==> src/rtl/disp_mode_ctrl.sv <==
// Front-panel sequencer: view/edit FSM, edit timeout, stopwatch run flag and alarm ring timer.
// Optional snooze support is compiled in when DISP_SNOOZE_EN is defined.
module disp_mode_ctrl #(
    parameter int RING_SECS    = 30,
    parameter int EDIT_TIMEOUT = 10,
    parameter int SNOOZE_SECS  = 300
) (
    input  logic       signal,
    input  logic       rst_n,
    input  logic       key_mode,
    input  logic       key_set,
    input  logic       key_inc,
    input  logic       tick_1hz,
    input  logic       alarm_en,
    input  logic [4:0] hour_true,
    input  logic [5:0] minute_true,
    input  logic [5:0] second_true,
    input  logic [4:0] hour_al,
    input  logic [5:0] minute_al,
    output logic       sw,
    output logic       alarm,
    output logic       sw_run,
    output logic       inc_hour,
    output logic       inc_minute,
    output logic       inc_sel,
    output logic       blink,
    output logic       ring,
    output logic [2:0] state
);

    typedef enum logic [2:0] {
        V_TIME = 3'd0, V_SW = 3'd1, V_AL = 3'd2, E_TH = 3'd3,
        E_TM   = 3'd4, E_AH = 3'd5, E_AM = 3'd6, S_BAD = 3'd7
    } state_t;

    localparam int TW = $clog2(EDIT_TIMEOUT + 1);
    localparam int RW = $clog2(RING_SECS + 1);

    state_t          state_q, state_d;
    logic [TW-1:0]   to_cnt_q, to_cnt_d;
    logic [RW-1:0]   ring_cnt_q, ring_cnt_d;
    logic            ring_q, ring_d;
    logic            sw_q, sw_d, alarm_q, alarm_d, inc_sel_q, inc_sel_d;
    logic            sw_run_q, sw_run_d, blink_q, blink_d;
    logic            inc_hour_q, inc_hour_d, inc_minute_q, inc_minute_d;
    logic            key_any, match, consume, in_edit, next_edit;

`ifdef DISP_SNOOZE_EN
    localparam int SW_W = $clog2(SNOOZE_SECS + 1);
    logic [SW_W-1:0] snz_cnt_q, snz_cnt_d;
    logic            snz_act_q, snz_act_d;
`endif

    function automatic logic is_edit(input state_t s);
        return (s == E_TH) || (s == E_TM) || (s == E_AH) || (s == E_AM);
    endfunction

    // Edit states fall back to the view they were entered from.
    function automatic state_t view_of(input state_t s);
        case (s)
            E_TH, E_TM: return V_TIME;
            E_AH, E_AM: return V_AL;
            default:    return s;
        endcase
    endfunction

    assign key_any = key_mode | key_set | key_inc;
    assign match   = alarm_en && (hour_true == hour_al) && (minute_true == minute_al)
                     && (second_true == 6'd0) && tick_1hz;
    assign consume = ring_q | match;
    assign in_edit = is_edit(state_q);

    always_comb begin
        state_d      = state_q;
        to_cnt_d     = to_cnt_q;
        sw_run_d     = sw_run_q;
        inc_hour_d   = 1'b0;
        inc_minute_d = 1'b0;
        next_edit    = 1'b0;
        blink_d      = 1'b0;

        if (state_q == S_BAD) begin
            state_d = V_TIME;
        end else if (key_any && !consume) begin
            if (key_mode) begin
                case (state_q)
                    V_TIME:  state_d = V_SW;
                    V_SW:    state_d = V_AL;
                    V_AL:    state_d = V_TIME;
                    default: state_d = view_of(state_q);
                endcase
            end else if (key_set) begin
                case (state_q)
                    V_TIME:  state_d = E_TH;
                    E_TH:    state_d = E_TM;
                    E_TM:    state_d = V_TIME;
                    V_AL:    state_d = E_AH;
                    E_AH:    state_d = E_AM;
                    E_AM:    state_d = V_AL;
                    default: state_d = state_q;
                endcase
            end else begin
                case (state_q)
                    E_TH, E_AH: inc_hour_d   = 1'b1;
                    E_TM, E_AM: inc_minute_d = 1'b1;
                    V_SW:       sw_run_d     = ~sw_run_q;
                    default:    ;
                endcase
            end
        end else if (!key_any && in_edit && tick_1hz
                     && (to_cnt_q == TW'(EDIT_TIMEOUT - 1))) begin
            state_d = view_of(state_q);
        end

        if (key_any)
            to_cnt_d = '0;
        else if (in_edit && tick_1hz)
            to_cnt_d = to_cnt_q + TW'(1);

        next_edit = is_edit(state_d);
        if (next_edit) begin
            if (!in_edit) begin
                blink_d  = 1'b1;
                to_cnt_d = '0;
            end else begin
                blink_d = tick_1hz ? ~blink_q : blink_q;
            end
        end
    end

    assign sw_d      = (state_d == V_SW);
    assign alarm_d   = (state_d == V_AL) || (state_d == E_AH) || (state_d == E_AM);
    assign inc_sel_d = (state_d == E_AH) || (state_d == E_AM);

    always_comb begin
        ring_d     = ring_q;
        ring_cnt_d = ring_cnt_q;
`ifdef DISP_SNOOZE_EN
        snz_act_d  = snz_act_q;
        snz_cnt_d  = snz_cnt_q;
`endif
        if (!alarm_en) begin
            ring_d     = 1'b0;
            ring_cnt_d = '0;
`ifdef DISP_SNOOZE_EN
            snz_act_d  = 1'b0;
            snz_cnt_d  = '0;
`endif
        end else if (match) begin
            ring_d     = 1'b1;
            ring_cnt_d = RW'(RING_SECS);
`ifdef DISP_SNOOZE_EN
            snz_act_d  = 1'b0;
            snz_cnt_d  = '0;
`endif
        end else if (ring_q && key_any) begin
            ring_d     = 1'b0;
            ring_cnt_d = '0;
`ifdef DISP_SNOOZE_EN
            // A lone key_inc snoozes; any other key dismisses outright.
            snz_act_d  = key_inc && !key_mode && !key_set;
            snz_cnt_d  = snz_act_d ? SW_W'(SNOOZE_SECS) : '0;
`endif
        end else if (ring_q && tick_1hz) begin
            ring_cnt_d = ring_cnt_q - RW'(1);
            if (ring_cnt_q == RW'(1))
                ring_d = 1'b0;
        end
`ifdef DISP_SNOOZE_EN
        else if (snz_act_q && tick_1hz) begin
            snz_cnt_d = snz_cnt_q - SW_W'(1);
            if (snz_cnt_q == SW_W'(1)) begin
                snz_act_d  = 1'b0;
                ring_d     = 1'b1;
                ring_cnt_d = RW'(RING_SECS);
            end
        end
`endif
    end

    always_ff @(posedge signal or negedge rst_n) begin
        if (!rst_n) begin
            state_q      <= V_TIME;
            to_cnt_q     <= '0;
            ring_cnt_q   <= '0;
            ring_q       <= 1'b0;
            sw_q         <= 1'b0;
            alarm_q      <= 1'b0;
            inc_sel_q    <= 1'b0;
            sw_run_q     <= 1'b0;
            blink_q      <= 1'b0;
            inc_hour_q   <= 1'b0;
            inc_minute_q <= 1'b0;
        end else begin
            state_q      <= state_d;
            to_cnt_q     <= to_cnt_d;
            ring_cnt_q   <= ring_cnt_d;
            ring_q       <= ring_d;
            sw_q         <= sw_d;
            alarm_q      <= alarm_d;
            inc_sel_q    <= inc_sel_d;
            sw_run_q     <= sw_run_d;
            blink_q      <= blink_d;
            inc_hour_q   <= inc_hour_d;
            inc_minute_q <= inc_minute_d;
        end
    end

`ifdef DISP_SNOOZE_EN
    always_ff @(posedge signal or negedge rst_n) begin
        if (!rst_n) begin
            snz_act_q <= 1'b0;
            snz_cnt_q <= '0;
        end else begin
            snz_act_q <= snz_act_d;
            snz_cnt_q <= snz_cnt_d;
        end
    end
`endif

    assign sw         = sw_q;
    assign alarm      = alarm_q;
    assign inc_sel    = inc_sel_q;
    assign sw_run     = sw_run_q;
    assign blink      = blink_q;
    assign inc_hour   = inc_hour_q;
    assign inc_minute = inc_minute_q;
    assign ring       = ring_q;
    assign state      = state_q;

endmodule

==> config.mk <==
export PLATFORM = sky130hd
export DESIGN_NAME = disp_mode_ctrl
export DESIGN_NICKNAME = d
export VERILOG_FILES = /design/src/rtl/disp_mode_ctrl.sv
export SDC_FILE = /design/constraint.sdc
export NUM_CORES = 1
export LEC_CHECK = 0
export BUFFER_PORTS_ARGS = -buffer_cell sky130_fd_sc_hd__buf_2
export CORE_ASPECT_RATIO = 2
export CORE_UTILIZATION = 49
export CTS_CLUSTER_DIAMETER = 60
export DETAILED_ROUTE_END_ITERATION = 12
export PLACE_DENSITY = 0.86
export SLEW_MARGIN = 20
export SYNTH_ARGS = -nofsm -noshare
export SYNTH_HDL_FRONTEND = slang
export SYNTH_SLANG_ARGS = --single-unit
==> constraint.sdc <==
create_clock -name signal -period 2.85 [get_ports signal]
set_input_delay 0.57 -clock signal [delete_from_list [all_inputs] [get_ports signal]]
set_output_delay 0.57 -clock signal [all_outputs]
set_load 0.005 [all_outputs]
Word level (Yosys, flattened, before mapping). Index checks and enable logic that the tools add are counted.

Reductions and logical operators: 30. $add $sub $neg: 2. Muxes and demuxes: 34. Equality and inequality tests: 20. Bitwise gates (word level): 8.

Operators with widths (count): == test 3 bit, second input constant (7); two-way mux 5 bit (4); two-way mux 1 bit (18); case mux 3 bit (6 select lines) (1); two-way mux 4 bit (4); two-way mux 3 bit (5); == test 3 x 2 -> 1 bit, second input constant (4); logical AND 1 bit (11); logical OR 1 bit (9); case mux 3 bit (3 select lines) (1); inequality test 4 x 1 -> 1 bit, second input constant (2); OR reduction 2 bit (4); == test 3 x 1 -> 1 bit, second input constant (2); == test 6 bit (1); logical NOT 6 bit (1); case mux 3 bit (2 select lines) (1); == test 5 x 1 -> 1 bit, second input constant (1); == test 5 bit (1); inverter 1 bit (5); AND reduction 5 bit (1); subtractor 5 x 1 -> 5 bit, second input constant (1); adder 4 x 1 -> 4 bit, second input constant (1); == test 4 bit, second input constant (1); logical NOT 3 bit (1); other kinds (4) (7).

Output and inout bits: 11. Register bits: 20. Logic and storage cells: 105. Bits of input ports: 35.

Longest topological paths before layout.
Depth after elaboration: 15. Depth in mapped cells: 9. Mapped depth without buffers: 9.

Worst setup path after synthesis. OpenSTA, ideal clock, no wires.

Kind: input to register. Start point: input port second_true[0]. End point: register alarm_q (netlist: alarm). Slack: 0.379 ns. Arrival: 2.353 ns. Stages: 7. Buffers on the path: 0. Required time: 2.732 ns. Setup time: 0.118 ns. Cell sequence: or4_1 nor4_1 nand4_1 nand3b_4 mux2i_2 and2b_1 a21o_1.

Cells in the longest elaborated chain, start to end: 11. Elaborated cells between the ends (all ways): 13. Classes of those cells: 3 x eq/ne; 2 x mux; 1 x bitwise; 7 x reduce/logical.

RTL lines: start: declaration (line 17) `input logic [5:0] second_true,`; logical NOT 6 bit (*) (line 69) `&& (second_true == 6'd0) && tick_1hz;`; logical AND 1 bit (*) (2 in a row) (line 69); bitwise OR 1 bit (*) (line 70) `assign consume = ring_q | match;`; logical NOT 1 bit (*) (line 84) `end else if (key_any && !consume) begin`; logical AND 1 bit (*) (line 84); two-way mux 3 bit (*) (line 84); two-way mux 3 bit (*) (line 82) `if (state_q == S_BAD) begin`; == test 3 x 2 -> 1 bit or == test 3 bit (tied branches) (line 132) `assign alarm_d = (state_d == V_AL) || (state_d == E_AH) || (state_d == E_AM);`; logical OR 1 bit (line 132); logical OR 1 bit (*) (line 132); named net alarm_d (line 43) `logic sw_q, sw_d, alarm_q, alarm_d, inc_sel_q, inc_sel_d;`; end signal: assignment (line 200) `alarm_q <= alarm_d;`; end: declaration (line 43).

Mark *: on every way through the listed nets, which the timed path passes. The rest lies on a longest branch. A chain may end at the register's enable or synchronous reset.

Final worst setup path.
Start point: input port key_set. End point: register alarm_q (netlist: alarm).

Cells in the longest elaborated chain, start to end: 12. Elaborated cells between the ends (all ways): 17. Classes of those cells: 3 x eq/ne; 5 x mux; 2 x bitwise; 7 x reduce/logical.

RTL lines: start: declaration (line 11) `input logic key_set,`; bitwise OR 1 bit (2 in a row) (line 67) `assign key_any = key_mode | key_set | key_inc;`; logical NOT 1 bit (line 110) `end else if (!key_any && in_edit && tick_1hz`; logical AND 1 bit (2 in a row) (line 110); logical AND 1 bit (line 111) `&& (to_cnt_q == TW'(EDIT_TIMEOUT - 1))) begin`; two-way mux 3 bit (line 110); two-way mux 3 bit (*) (line 84); two-way mux 3 bit (*) (line 82); == test 3 x 2 -> 1 bit or == test 3 bit (tied branches) (line 132); logical OR 1 bit (line 132); logical OR 1 bit (*) (line 132); named net alarm_d (line 43).

Marked as above.

==> key figures <==
Outcome
  – Status: complete, no violations

Clock tree
  – PostCTS Resize Cnt: 0
  – CTS tree: done
  – Hold-fix buffers, CTS: 0
  – Post-CTS Setup Bufs: 0
  – Clock slew seen by the registers of the worst setup and hold paths: around 0.08 ns
  – Clock buffer depth: 2
  – H-tree depth: 1
  – CTS sink cnt: 20
  – Clk Tree Root Cell: clkbuf_8
  – Cts bufs inserted: 3
  – Clk_lat worst skew: between 0.2 and 0.3 ns

Route
  – Routed Wire Length: roughly 3000 µm
  – Post-DR wirelength/cell: roughly 14 µm
  – ANT nets after route: 0
  – DR pass1 iterations: 4
  – 1st-iter DRT viols: 26
  – Vias per inst: 5.63
  – DR DRC count: 0
  – Vias: between 1,000 and 1,500

Setup path
  – Required @ worst endpoint: between 3 and 4 ns
  – Critical-path cell list: buf_2, or2_4, or4_4, or4_4, o211ai_2, mux2i_2, nor2b_4, a21o_1
  – Crit-path most repeated cell: or4_4
  – CP Max Fanout: 7
  – Setup CP Type: input port to flop
  – Crit path max-delay family: simple AND/OR/NAND/NOR gates
  – CP bufs+invs: 1
  – Flop2flop setup slack: about 0.63 ns
  – Crit. End Element: flop
  – Max incr delay on CP: slightly above 0.5 ns
  – CP max-delay cell: or4_4
  – Arr. time, crit path: about 2.5 ns
  – Crit start category: input port
  – Reg-to-reg critical path endpoint: alarm$_DFF_PN0_
  – Crit Reg-Reg Startpoint: to_cnt_q[1]$_DFF_PN0_
  – R2r worst-path depth: 9

Floorplanning
  – Initial core utilization: 0.512
  – Area of the core: roughly 0.0025 mm²
  – Total I/O pin count: 46
  – Die area: 0.00288 mm²
  – Chip Width: a little under 40 µm
  – Die Height: ~75 µm
  – Site Rows: 26

Synth
  – Synth top area share: 0.385
  – Top post-synthesis cells by count: 20 x dfrtp_1, 19 x nand2_1, 16 x xor2_1
  – Most instantiated library cell after synthesis: dfrtp_1
  – Sequential-to-total area share from yosys stat: 0.385
  – Synth area leader: dfrtp_1
  – Mean Syn Cell Area: roughly 9 µm²
  – Synth Warn #: 0
  – Synth async-reset ratio: 1.00
  – #FFs+latches synth: 20
  – Area contributors post-synth: dfrtp_1 38%, xor2_1 11%, nand2_1 5.5%
  – Yosys cell types: 38
  – Cell count after synthesis: around 140
  – EDFF count, synth: 0
  – Syn Std Cell Area: between 0.001 and 0.0015 mm²
  – Post-synth net total: 180
  – Primary FF master, synth: dfrtp_1

Timing
  – Hold Vio Cnt, Final: 0
  – Period Utilization, post-route: 0.825
  – Tmin final: ~2.4 ns
  – Fmax: 0.425 GHz
  – Slew HR: 0.657
  – Clk_skew: 0.00488 ns
  – Worst-Margin Slew: around 0.5 ns
  – Setup-failing EPs final: 0
  – Setup TNS: 0 ns
  – Final slew viol count: 0
  – RSZ-0062 raised after global routing: no

Placed design
  – Placed insts: 210
  – IO buf count: 45
  – Detailed Place HPWL: ~2300 µm
  – RePlAce Congestion: 0.735

Power and ir drop
  – Leak pwr: about 0.83 nW
  – Pwr/cell area: around 660 mW/mm²
  – Max VDD drop: ~390 µV

GRT
  – GRT Total Usage: 0.226
  – Largest net degree at the start of global routing: 21
  – Vias in the first global route: between 1,000 and 1,500
  – Antenna violations before repair: 0
  – First-pass GRT wire length: 4610 µm
  – GRT overflow: 0

Flow run
  – Number of max-cap violations: 0

Worst hold path
  – Hold Crit Class: input port to async pin

Final layout
  – Share of cells above drive strength 1: 0.317
  – Fillers: 222
  – NumNets Final: between 200 and 250
  – ANT cells: 0
  – Final cell count without fillers: 214
  – P&R area growth vs syn: 24.6%
==> how the worst max path moves through the flow <==
| stage | startpoint | to | slack, ns | depth (start not counted) |
|---|---|---|---|---|
| after CTS | key_set | alarm$_DFF_PN0_ | 0.50 | 8 |
| after global routing | second_true[0] | alarm$_DFF_PN0_ | 0.35 | 8 |
| after detailed placement | key_set | alarm$_DFF_PN0_ | 0.22 | 8 |
| after global placement | key_set | alarm$_DFF_PN0_ | 0.27 | 8 |
| after floorplan | second_true[0] | alarm$_DFF_PN0_ | 0.38 | 7 |
| final | key_set | alarm$_DFF_PN0_ | 0.50 | 8 |
==> worst register-to-register path, delay by kind of cell (launching register included) <==
kind / cells / cell delay (ns)
buffers and inverters: 1 / 0.07
DFF: 1 / 0.42
muxes: 1 / 0.12
AOI/OAI and AO/OA: 2 / 0.26
and+or+nand+nor: 4 / 1.12
adders and majority gates: 1 / 0.13
==> per-layer routing <==
metal | GRT usage | share of wire | wire [µm]
met5 | 0 | 0 | 0
met4 | 0.107 | 0.025 | 74
met3 | 0.0324 | 0.050 | 149
met2 | 0.463 | 0.58 | 1730
met1 | 0.192 | 0.35 | 1030
==> registers in the layout, summed over array words and instances, names as in the netlist <==
signal      cells
state           3
blink           1
alarm           1
inc_hour        1
inc_minute      1
sw              1
sw_run          1
to_cnt_q        4
ring_cnt_q      5
ring            1
inc_sel         1
==> through the flow <==
step | utilization | setup WS [ns] | hold WS, ns | cell area [µm²] | total power, mW
2_1_floorplan | - | 0.379 | 0.274 | 1300 | 0.656
3_3_place_gp | 0.610 | 0.269 | 0.452 | 1550 | 0.755
3_5_place_dp | 0.610 | 0.221 | 0.466 | 1550 | 0.787
4_1_cts | 0.639 | 0.504 | 0.262 | 1620 | 1.07
5_1_grt | 0.639 | 0.353 | 0.279 | 1620 | 1.13
6_report | 0.639 | 0.498 | 0.251 | 1620 | 1.06
==> power breakdown <==
group / internal (mW) / total, mW / switching, mW
Sequential: 0.329 / 0.394 / 0.0655
Clock: 0.187 / 0.282 / 0.0949
Combinational: 0.185 / 0.386 / 0.202
==> final cells by class <==
cell class              instances  area, µm²  area share
clock buffers                   3       41.3      0.0255
clock inverters                 1       30.0      0.0185
inverters                       9       33.8      0.0208
multi-input cells             107        747       0.461
flip-flops and latches         20        500       0.309
well taps                      28       35.0      0.0216
repair buffers                 46        233       0.144
==> layout by cell type, fill, tap and decap left out, types with 5 or more instances in the layout <==
cell and n:
buf_2 45, nor3_1 5, nor2_1 9, inv_1 9
a21oi_1 5, o21ai_0 5, nor4_1 7, nand2_1 19
xor2_1 16, dfrtp_1 20
==> logic make-up (layout without fill, tap and decap cells) <==
family | count (synthesis) | in the layout | share of synthesized area
flops | 20 | 20 | 0.385
mux | 2 | 2 | 0.0279
compound gates | 23 | 23 | 0.127
xor+xnor | 20 | 20 | 0.135
fa+ha+maj | 4 | 4 | 0.0385
buf+inv | 14 | 59 | 0.0404
simple gates | 58 | 58 | 0.246
Note: power is estimated with default switching activity, not from simulation.
